**config.mk**
```make
export PLATFORM = sky130hd
export DESIGN_NAME = ear_decimator
export DESIGN_NICKNAME = d
export VERILOG_FILES = /design/src/rtl/ear_decimator.sv
export SDC_FILE = /design/constraint.sdc
export NUM_CORES = 1
export LEC_CHECK = 0
export ABC_CLOCK_PERIOD_IN_PS = 4600
export CORE_MARGIN = 2
export CORE_UTILIZATION = 61
export DETAILED_ROUTE_END_ITERATION = 10
export HOLD_SLACK_MARGIN = 0.05
export PLACE_DENSITY = 0.79
export SLEW_MARGIN = 20
export SYNTH_ARGS = -nofsm -noshare
export SYNTH_HDL_FRONTEND = slang
export SYNTH_SLANG_ARGS = --single-unit
```
**constraint.sdc**
```tcl
create_clock -name clock -period 4.6 [get_ports clock]
set_input_delay 0.92 -clock clock [delete_from_list [all_inputs] [get_ports clock]]
set_output_delay 0.92 -clock clock [all_outputs]
set_load 0.03 [all_outputs]
```
**src/rtl/ear_decimator.sv**
```systemverilog
// 1-bit oversampled stream to 8-bit PCM: two-flop synchronizer, second-order CIC decimator
// with saturation, and a hysteresis comparator that produces the tape/ULA EAR logic level.
module ear_decimator #(
    parameter int DECIM_LOG2 = 6,
    parameter int HI         = 160,
    parameter int LO         = 96
) (
    input  logic       clock,
    input  logic       reset,
    input  logic       di,
    output logic [7:0] pcm,
    output logic       strobe,
    output logic       level
);

    localparam int W     = 2 * DECIM_LOG2 + 1;
    localparam int SHIFT = 2 * DECIM_LOG2 - 8;
    localparam logic [7:0] HI_TH = HI[7:0];
    localparam logic [7:0] LO_TH = LO[7:0];

    logic                  r_sync1;
    logic                  r_sync2;
    logic [DECIM_LOG2-1:0] r_cnt;
    logic [W-1:0]          r_int1;
    logic [W-1:0]          r_int2;
    logic [W-1:0]          r_d1;
    logic [W-1:0]          r_d2;
    logic [7:0]            r_pcm;
    logic                  r_strobe;
    logic                  r_level;

    logic                  w_last;
    logic [W-1:0]          w_c1;
    logic [W-1:0]          w_c2;
    logic [W-1:0]          w_shifted;
    logic [7:0]            w_sat;
    logic                  w_level_next;

    // The comb stage runs once per period on the last count; all arithmetic wraps modulo 2^W.
    always_comb begin
        w_last       = &r_cnt;
        w_c1         = r_int2 - r_d1;
        w_c2         = w_c1 - r_d2;
        w_shifted    = w_c2 >> SHIFT;
        w_sat        = (w_shifted > W'(255)) ? 8'hFF : w_shifted[7:0];
        w_level_next = r_level;
        if (w_sat >= HI_TH) begin
            w_level_next = 1'b1;
        end else if (w_sat <= LO_TH) begin
            w_level_next = 1'b0;
        end
    end

    always_ff @(posedge clock) begin
        if (reset) begin
            r_sync1  <= 1'b0;
            r_sync2  <= 1'b0;
            r_cnt    <= '0;
            r_int1   <= '0;
            r_int2   <= '0;
            r_d1     <= '0;
            r_d2     <= '0;
            r_pcm    <= 8'd0;
            r_strobe <= 1'b0;
            r_level  <= 1'b0;
        end else begin
            r_sync1  <= di;
            r_sync2  <= r_sync1;
            r_cnt    <= r_cnt + 1'b1;
            r_int1   <= r_int1 + {{(W-1){1'b0}}, r_sync2};
            r_int2   <= r_int2 + r_int1;
            r_strobe <= w_last;
            if (w_last) begin
                r_d1    <= r_int2;
                r_d2    <= w_c1;
                r_pcm   <= w_sat;
                r_level <= w_level_next;
            end
        end
    end

    assign pcm    = r_pcm;
    assign strobe = r_strobe;
    assign level  = r_level;

endmodule

```
# After elaboration in Yosys (flattened, before gate mapping)
# Index checks and enable logic that the tools add are counted.
[totals]
reg_bits = 70
input_bits = 3
out_inout_bits = 10
wordCells = 24
[op_classes]
addsub = 5
magnitude_cmp = 3
muxes = 3
n_reduce_logical = 3
[ops]
columns = ["cell", "n"]
rows = [
  ["13-bit subtractor", 2],
  ["13-bit by 1-bit adder with 13-bit output", 1],
  ["13-bit adder", 1],
  ["9-bit by 8-bit > comparator with 1-bit output (second input constant)", 1],
  ["8-bit greater-or-equal comparator (second input constant)", 1],
  ["8-bit by 7-bit <= comparator with 1-bit output (second input constant)", 1],
  ["8-bit two-way mux", 1],
  ["7-bit AND reduction", 1],
  ["6-bit by 1-bit adder with 6-bit output (second input constant)", 1],
  ["6-bit AND reduction", 1],
  ["1-bit two-way mux", 2],
  ["2-bit nonzero test", 1],
]

# Logic depth before layout (Yosys ltp)
[depth]
depth_word = 7
mapped_depth = 17
mapped_depth_nobuf = 17

# Least setup slack after synthesis
# No wires, ideal clock.
[synth_timing]
path_type = "reg-to-reg"
start = "register r_d1[1]"
end = "register r_pcm[6], in the netlist pcm[6]"
setup_time_ns = 0.074
arrival_time_ns = 3.657
t_required_ns = 4.526
setup_slack_ns = 0.868
path_stages_with_launch = 18
path_buffers = 0
period_less_slack_ns = 3.732
cell_sequence = "dfxtp_1 inv_1 ha_1 nor2b_1 o21ai_0 a21oi_1 o211ai_1 a21boi_0 or3_1 and2_1 ha_1 or3_2 a211oi_2 o31ai_2 a21oi_1 o21bai_2 xnor3_2 a31oi_1"
[synth_via]
elab_chain_cells = 4
[synth_rtl]
columns = ["element", "line", "text"]
rows = [
  ["start, declared", "26", "logic [W-1:0] r_d1;"],
  ["start signal, assigned", "74", "r_d1 <= r_int2;"],
  ["13-bit subtractor (*)", "42", "w_c1 = r_int2 - r_d1;"],
  ["named net w_c1[7]", "33", "logic [W-1:0] w_c1;"],
  ["13-bit subtractor (*)", "43", "w_c2 = w_c1 - r_d2;"],
  ["9-bit by 8-bit > comparator with 1-bit output", "45", "w_sat = (w_shifted > W'(255)) ? 8'hFF : w_shifted[7:0];"],
  ["8-bit two-way mux (*)", "45", ""],
  ["end signal, assigned", "76", "r_pcm <= w_sat;"],
  ["end, declared", "28", "logic [7:0] r_pcm;"],
]
# Mark *: on every way through the listed nets, which the timed path passes. The rest lies on a longest branch.
# A chain may end at the register's enable or synchronous reset.

# Worst setup path after layout
[layout_timing]
start = "register r_d1[1]"
end = "register r_pcm[1], in the netlist pcm[1]"
[layout_via]
elab_chain_cells = 4
[layout_rtl]
columns = ["element", "line"]
rows = [
  ["13-bit subtractor", "42"],
  ["named net w_c1[7]", "33"],
  ["13-bit subtractor", "43"],
  ["9-bit by 8-bit > comparator with 1-bit output", "45"],
  ["8-bit two-way mux", "45"],
]
# The timed path passes the listed nets, and every way through them passes these cells.

==> impl_metrics.json <==
{
  "final_antenna_net_count": 0,
  "report.power.total_mw": 1.284,
  "power.share.clock_pct": 46.8,
  "post_route_utilization_pct": 68.43,
  "worst_path_largest_cell_delay_ps": 460,
  "fillCellCount": 525,
  "number_of_diodes_added_for_antenna_fixing": 0,
  "wire_length_of_the_first_global_routing_pass_um": 12750,
  "clk-insertion-delay-late_ps": 340,
  "worstSetupStartpointType": "flip-flop",
  "vias_per_cell": 5.621,
  "ioPinCount": 13,
  "timing.final.setup_violations": 0,
  "worst-slew-pin-transition_ps": 975.6,
  "cp.buffers_inverters": 1,
  "yosys.area_share.xor_xnor_pct": 8.242,
  "adder_and_majority_cell_fraction_of_the_synthesized_area_pct": 13.21,
  "layoutNonFillerInstCount": 554,
  "yosys_warnings": 0,
  "die_area_um2": 7051,
  "clk_transition_reported_paths_ps": 70,
  "grt_remaining_overflow": 0,
  "pwr-share-comb_pct": 5.4,
  "critPathSlowestCell": "sky130_fd_sc_hd__or3_2",
  "fin_tns_setup_ps": 0,
  "place.gp.congestion": 0.8021,
  "status": "completed",
  "switching_power_mw": 0.2709,
  "clock_tree_from_tritoncts": "done",
  "synth.distinct_cells": 52,
  "die_h_um": 83.97,
  "cts_made_buffers": 9,
  "highest_achievable_clock_rate_ghz": 0.2420,
  "slew_violations": 0,
  "synth_top_family_by_area": "compound AO/OA/AOI/OAI gates",
  "grtUsageTotal_pct": 22.00,
  "sw_share_pct": 21.09,
  "p_seq_share_pct": 47.8,
  "postSynth.asyncResetShare_pct": 0,
  "power.static_leakage_nw": 1.726,
  "hold_viol": 0,
  "avgRoutedWirePerCell_um": 13.01,
  "clock_path_buffers": 2,
  "grt_start_max_net_pins": 60,
  "antenna_found_initial": 0,
  "cts.htree.levels": 3,
  "post_synth_main_area_contributors": "sky130_fd_sc_hd__dfxtp_1 36%, sky130_fd_sc_hd__ha_1 12%, sky130_fd_sc_hd__a21oi_1 5.8%",
  "post_synth_inst_count": 462,
  "vdd_drop_max_uv": 180.3,
  "post_synth_mux_area_share_pct": 0,
  "synth.yosys.seq_area_share_pct": 35.92,
  "post_cts_hold_buffer_count": 0,
  "route.vias.total": 3114,
  "fp-row-count": 29,
  "post-synth-top-area-cell": "sky130_fd_sc_hd__dfxtp_1",
  "drt_first_iter_violations": 98,
  "totalWireLength_um": 7209,
  "criticalPathCategory": "reg2reg",
  "synth.top_cell.area_share_pct": 35.92,
  "initial_utilization_pct": 62.15,
  "synth_area_per_cell_um2": 8.444,
  "nets": 515,
  "post_synth_and_or_nand_nor_area_fraction_pct": 18.31,
  "ctsResizeCount": 0,
  "cts.root.buffer_cell": "sky130_fd_sc_hd__clkbuf_8",
  "synthesis.area_um2": 3901,
  "regToRegSetupSlack_ps": 470,
  "dp.final_hpwl_um": 5138,
  "max-slew-margin-rel_pct": 34.78,
  "post-cts-setup-buffers": 0,
  "drt-pass1-iter-count": 4,
  "synth-compound-area-share_pct": 18.73,
  "critPathArrivalTime_ps": 4390,
  "path_max_fanout": 9,
  "finalClockSkew_ps": 5.094,
  "hp-class": "reg2reg",
  "tritoncts_num_sinks": 70,
  "first_global_vias": 3056,
  "post-place-cells": 538,
  "intPower_mw": 1.013,
  "post-route-drc-count": 0,
  "core-area_um2": 6277,
  "rsz0062_at_grt": "no",
  "synth_enable_flop_cells": 0,
  "maxCapViolCount": 0,
  "buffer_ports.inserted": 12,
  "syn2layout_area_growth_pct": 10.10,
  "critical-path-top-delay-family": "compound AO/OA/AOI/OAI gates",
  "post_route_cells_drive_above_1_share_pct": 7.757,
  "floorplan.die.width_um": 83.97,
  "pwr_density_cell_nw_per_um2": 299.0,
  "finalCriticalPeriod_ps": 4132,
  "timing.final.crit_share_pct": 89.82,
  "endpoint_kind": "flip-flop",
  "ys_seq_elements": 70,
  "synth_fp_nets": 505,
  "timing.hold.ws_ps": 442.9,
  "yosys_most_used_dff": "sky130_fd_sc_hd__dfxtp_1",
  "cp_cell_sequence": "inv_1 -> ha_1 -> nor2b_1 -> o21ai_0 -> a21oi_1 -> o211ai_1 -> a21boi_0 -> or3_1 -> and2_1 -> ha_1 -> or3_2 -> a211oi_2 -> o31ai_2 -> a21oi_1 -> o21bai_2 -> xnor3_2 -> a31oi_1",
  "critPathRequiredTime_ps": 4860
}
[worst reg2reg max path, cell delays in order (launching register included)]
cell	delay [ps]
sky130_fd_sc_hd__dfxtp_1	370
sky130_fd_sc_hd__inv_1	60
sky130_fd_sc_hd__ha_1	270
sky130_fd_sc_hd__nor2b_1	120
sky130_fd_sc_hd__o21ai_0	190
sky130_fd_sc_hd__a21oi_1	140
sky130_fd_sc_hd__o211ai_1	250
sky130_fd_sc_hd__a21boi_0	140
sky130_fd_sc_hd__or3_1	330
sky130_fd_sc_hd__and2_1	170
sky130_fd_sc_hd__ha_1	190
sky130_fd_sc_hd__or3_2	460
sky130_fd_sc_hd__a211oi_2	220
sky130_fd_sc_hd__o31ai_2	120
sky130_fd_sc_hd__a21oi_1	260
sky130_fd_sc_hd__o21bai_2	90
sky130_fd_sc_hd__xnor3_2	460
sky130_fd_sc_hd__a31oi_1	210
[through the flow]
stage / worst slack (ps) / instance area, um2
global route: 265.7 / 4295
finish: 468.1 / 4295
detailed placement: 508.1 / 4049
floorplan: 868.5 / 3901
CTS: 487.2 / 4295
global placement: 677.7 / 4049
[worst paths after layout]
| check | startpoint | end | cells past startpoint |
|---|---|---|---|
| setup reg to reg | r_d1[1]$_SDFFE_PP0P_ | pcm[1]$_SDFFE_PP0P_ | 17 |
| hold reg to reg | r_sync1$_SDFF_PP0_ | r_sync2$_SDFF_PP0_ | 1 |
| hold / removal | r_sync1$_SDFF_PP0_ | r_sync2$_SDFF_PP0_ | 1 |
| setup / recovery | r_d1[1]$_SDFFE_PP0P_ | pcm[1]$_SDFFE_PP0P_ | 17 |
[flip-flops by register name, summed over array words and instances (netlist names)]
register	count
r_sync1	1
r_sync2	1
r_d1	13
r_int1	13
r_d2	13
pcm	8
r_cnt	6
strobe	1
level	1
r_int2	13
[metal layers]
layer | GRT usage, % | share of wire [%]
met1 | 24.63 | 44
met2 | 39.71 | 50
met3 | 5.638 | 4.2
met4 | 8.651 | 2.1
met5 | 0 | 0
[power by group through the flow]
| stage | logic (mW) | clock network [mW] | registers (mW) |
|---|---|---|---|
| final | 0.0696 | 0.601 | 0.614 |
| after global routing | 0.0775 | 0.633 | 0.614 |
| after CTS | 0.0697 | 0.610 | 0.614 |
| after detailed placement | 0.0691 | 0 | 0.628 |
| after global placement | 0.0677 | 0 | 0.628 |
| after floorplan | 0.0566 | 0 | 0.627 |
[cell type report]
class / count / area [um2] / share of cell area, %
Clock buffer: 10 / 137.6 / 3.204
Clock inverter: 6 / 108.9 / 2.534
Inverter: 37 / 138.9 / 3.233
Multi-Input combinational cell: 340 / 2282 / 53.13
Sequential cell: 70 / 1401 / 32.62
Tap cell: 77 / 96.34 / 2.243
Timing Repair Buffer: 14 / 130.1 / 3.029
[cells in the final DEF, fill, tap and decap left out, types with 3 or more instances in the layout]
cell type / synthesis / routed
sky130_fd_sc_hd__nor3_1: 11 / 11
sky130_fd_sc_hd__a21o_1: 6 / 6
sky130_fd_sc_hd__a31oi_1: 7 / 7
sky130_fd_sc_hd__nor2_1: 35 / 35
sky130_fd_sc_hd__and2_1: 3 / 3
sky130_fd_sc_hd__clkbuf_8: 0 / 10
sky130_fd_sc_hd__o21a_1: 3 / 3
sky130_fd_sc_hd__a211oi_1: 4 / 4
sky130_fd_sc_hd__and3_1: 4 / 4
sky130_fd_sc_hd__dfxtp_1: 70 / 70
sky130_fd_sc_hd__or3_1: 8 / 8
sky130_fd_sc_hd__a21oi_1: 45 / 45
sky130_fd_sc_hd__xnor2_1: 20 / 20
sky130_fd_sc_hd__clkdlybuf4s50_1: 0 / 11
sky130_fd_sc_hd__o21ai_0: 26 / 26
sky130_fd_sc_hd__bufinv_16: 0 / 3
sky130_fd_sc_hd__nor2b_1: 10 / 10
sky130_fd_sc_hd__o211ai_1: 3 / 3
sky130_fd_sc_hd__or2_2: 3 / 3
sky130_fd_sc_hd__ha_1: 38 / 38
sky130_fd_sc_hd__nand2_1: 56 / 56
sky130_fd_sc_hd__inv_1: 37 / 37
sky130_fd_sc_hd__xor2_1: 14 / 14
sky130_fd_sc_hd__nand3_1: 12 / 12
[cells by family (layout without fill, tap and decap cells)]
| logic type | count (synthesis) | count (layout) |
|---|---|---|
| adder cells (fa/ha/maj) | 40 | 40 |
| AO/OA/AOI/OAI | 114 | 114 |
| buffers and inverters | 52 | 67 |
| XOR/XNOR | 35 | 35 |
| AND/OR/NAND/NOR | 151 | 151 |
| flip-flops | 70 | 70 |
[synthesized netlist by cell type, types with 3 or more instances]
| cell | n |
|---|---|
| sky130_fd_sc_hd__nor3_1 | 11 |
| sky130_fd_sc_hd__ha_1 | 38 |
| sky130_fd_sc_hd__and2_1 | 3 |
| sky130_fd_sc_hd__o21a_1 | 3 |
| sky130_fd_sc_hd__a21oi_1 | 45 |
| sky130_fd_sc_hd__nor2_1 | 35 |
| sky130_fd_sc_hd__a31oi_1 | 7 |
| sky130_fd_sc_hd__and3_1 | 4 |
| sky130_fd_sc_hd__or3_1 | 8 |
| sky130_fd_sc_hd__nor2b_1 | 10 |
| sky130_fd_sc_hd__inv_1 | 37 |
| sky130_fd_sc_hd__o21ai_0 | 26 |
| sky130_fd_sc_hd__nand3_1 | 12 |
| sky130_fd_sc_hd__clkbuf_1 | 10 |
| sky130_fd_sc_hd__or2_2 | 3 |
| sky130_fd_sc_hd__xnor2_1 | 20 |
| sky130_fd_sc_hd__nand2_1 | 56 |
| sky130_fd_sc_hd__xor2_1 | 14 |
| sky130_fd_sc_hd__dfxtp_1 | 70 |
| sky130_fd_sc_hd__a211oi_1 | 4 |
| sky130_fd_sc_hd__o211ai_1 | 3 |
| sky130_fd_sc_hd__a21o_1 | 6 |
No activity file was read; power rests on OpenSTA's default activity.
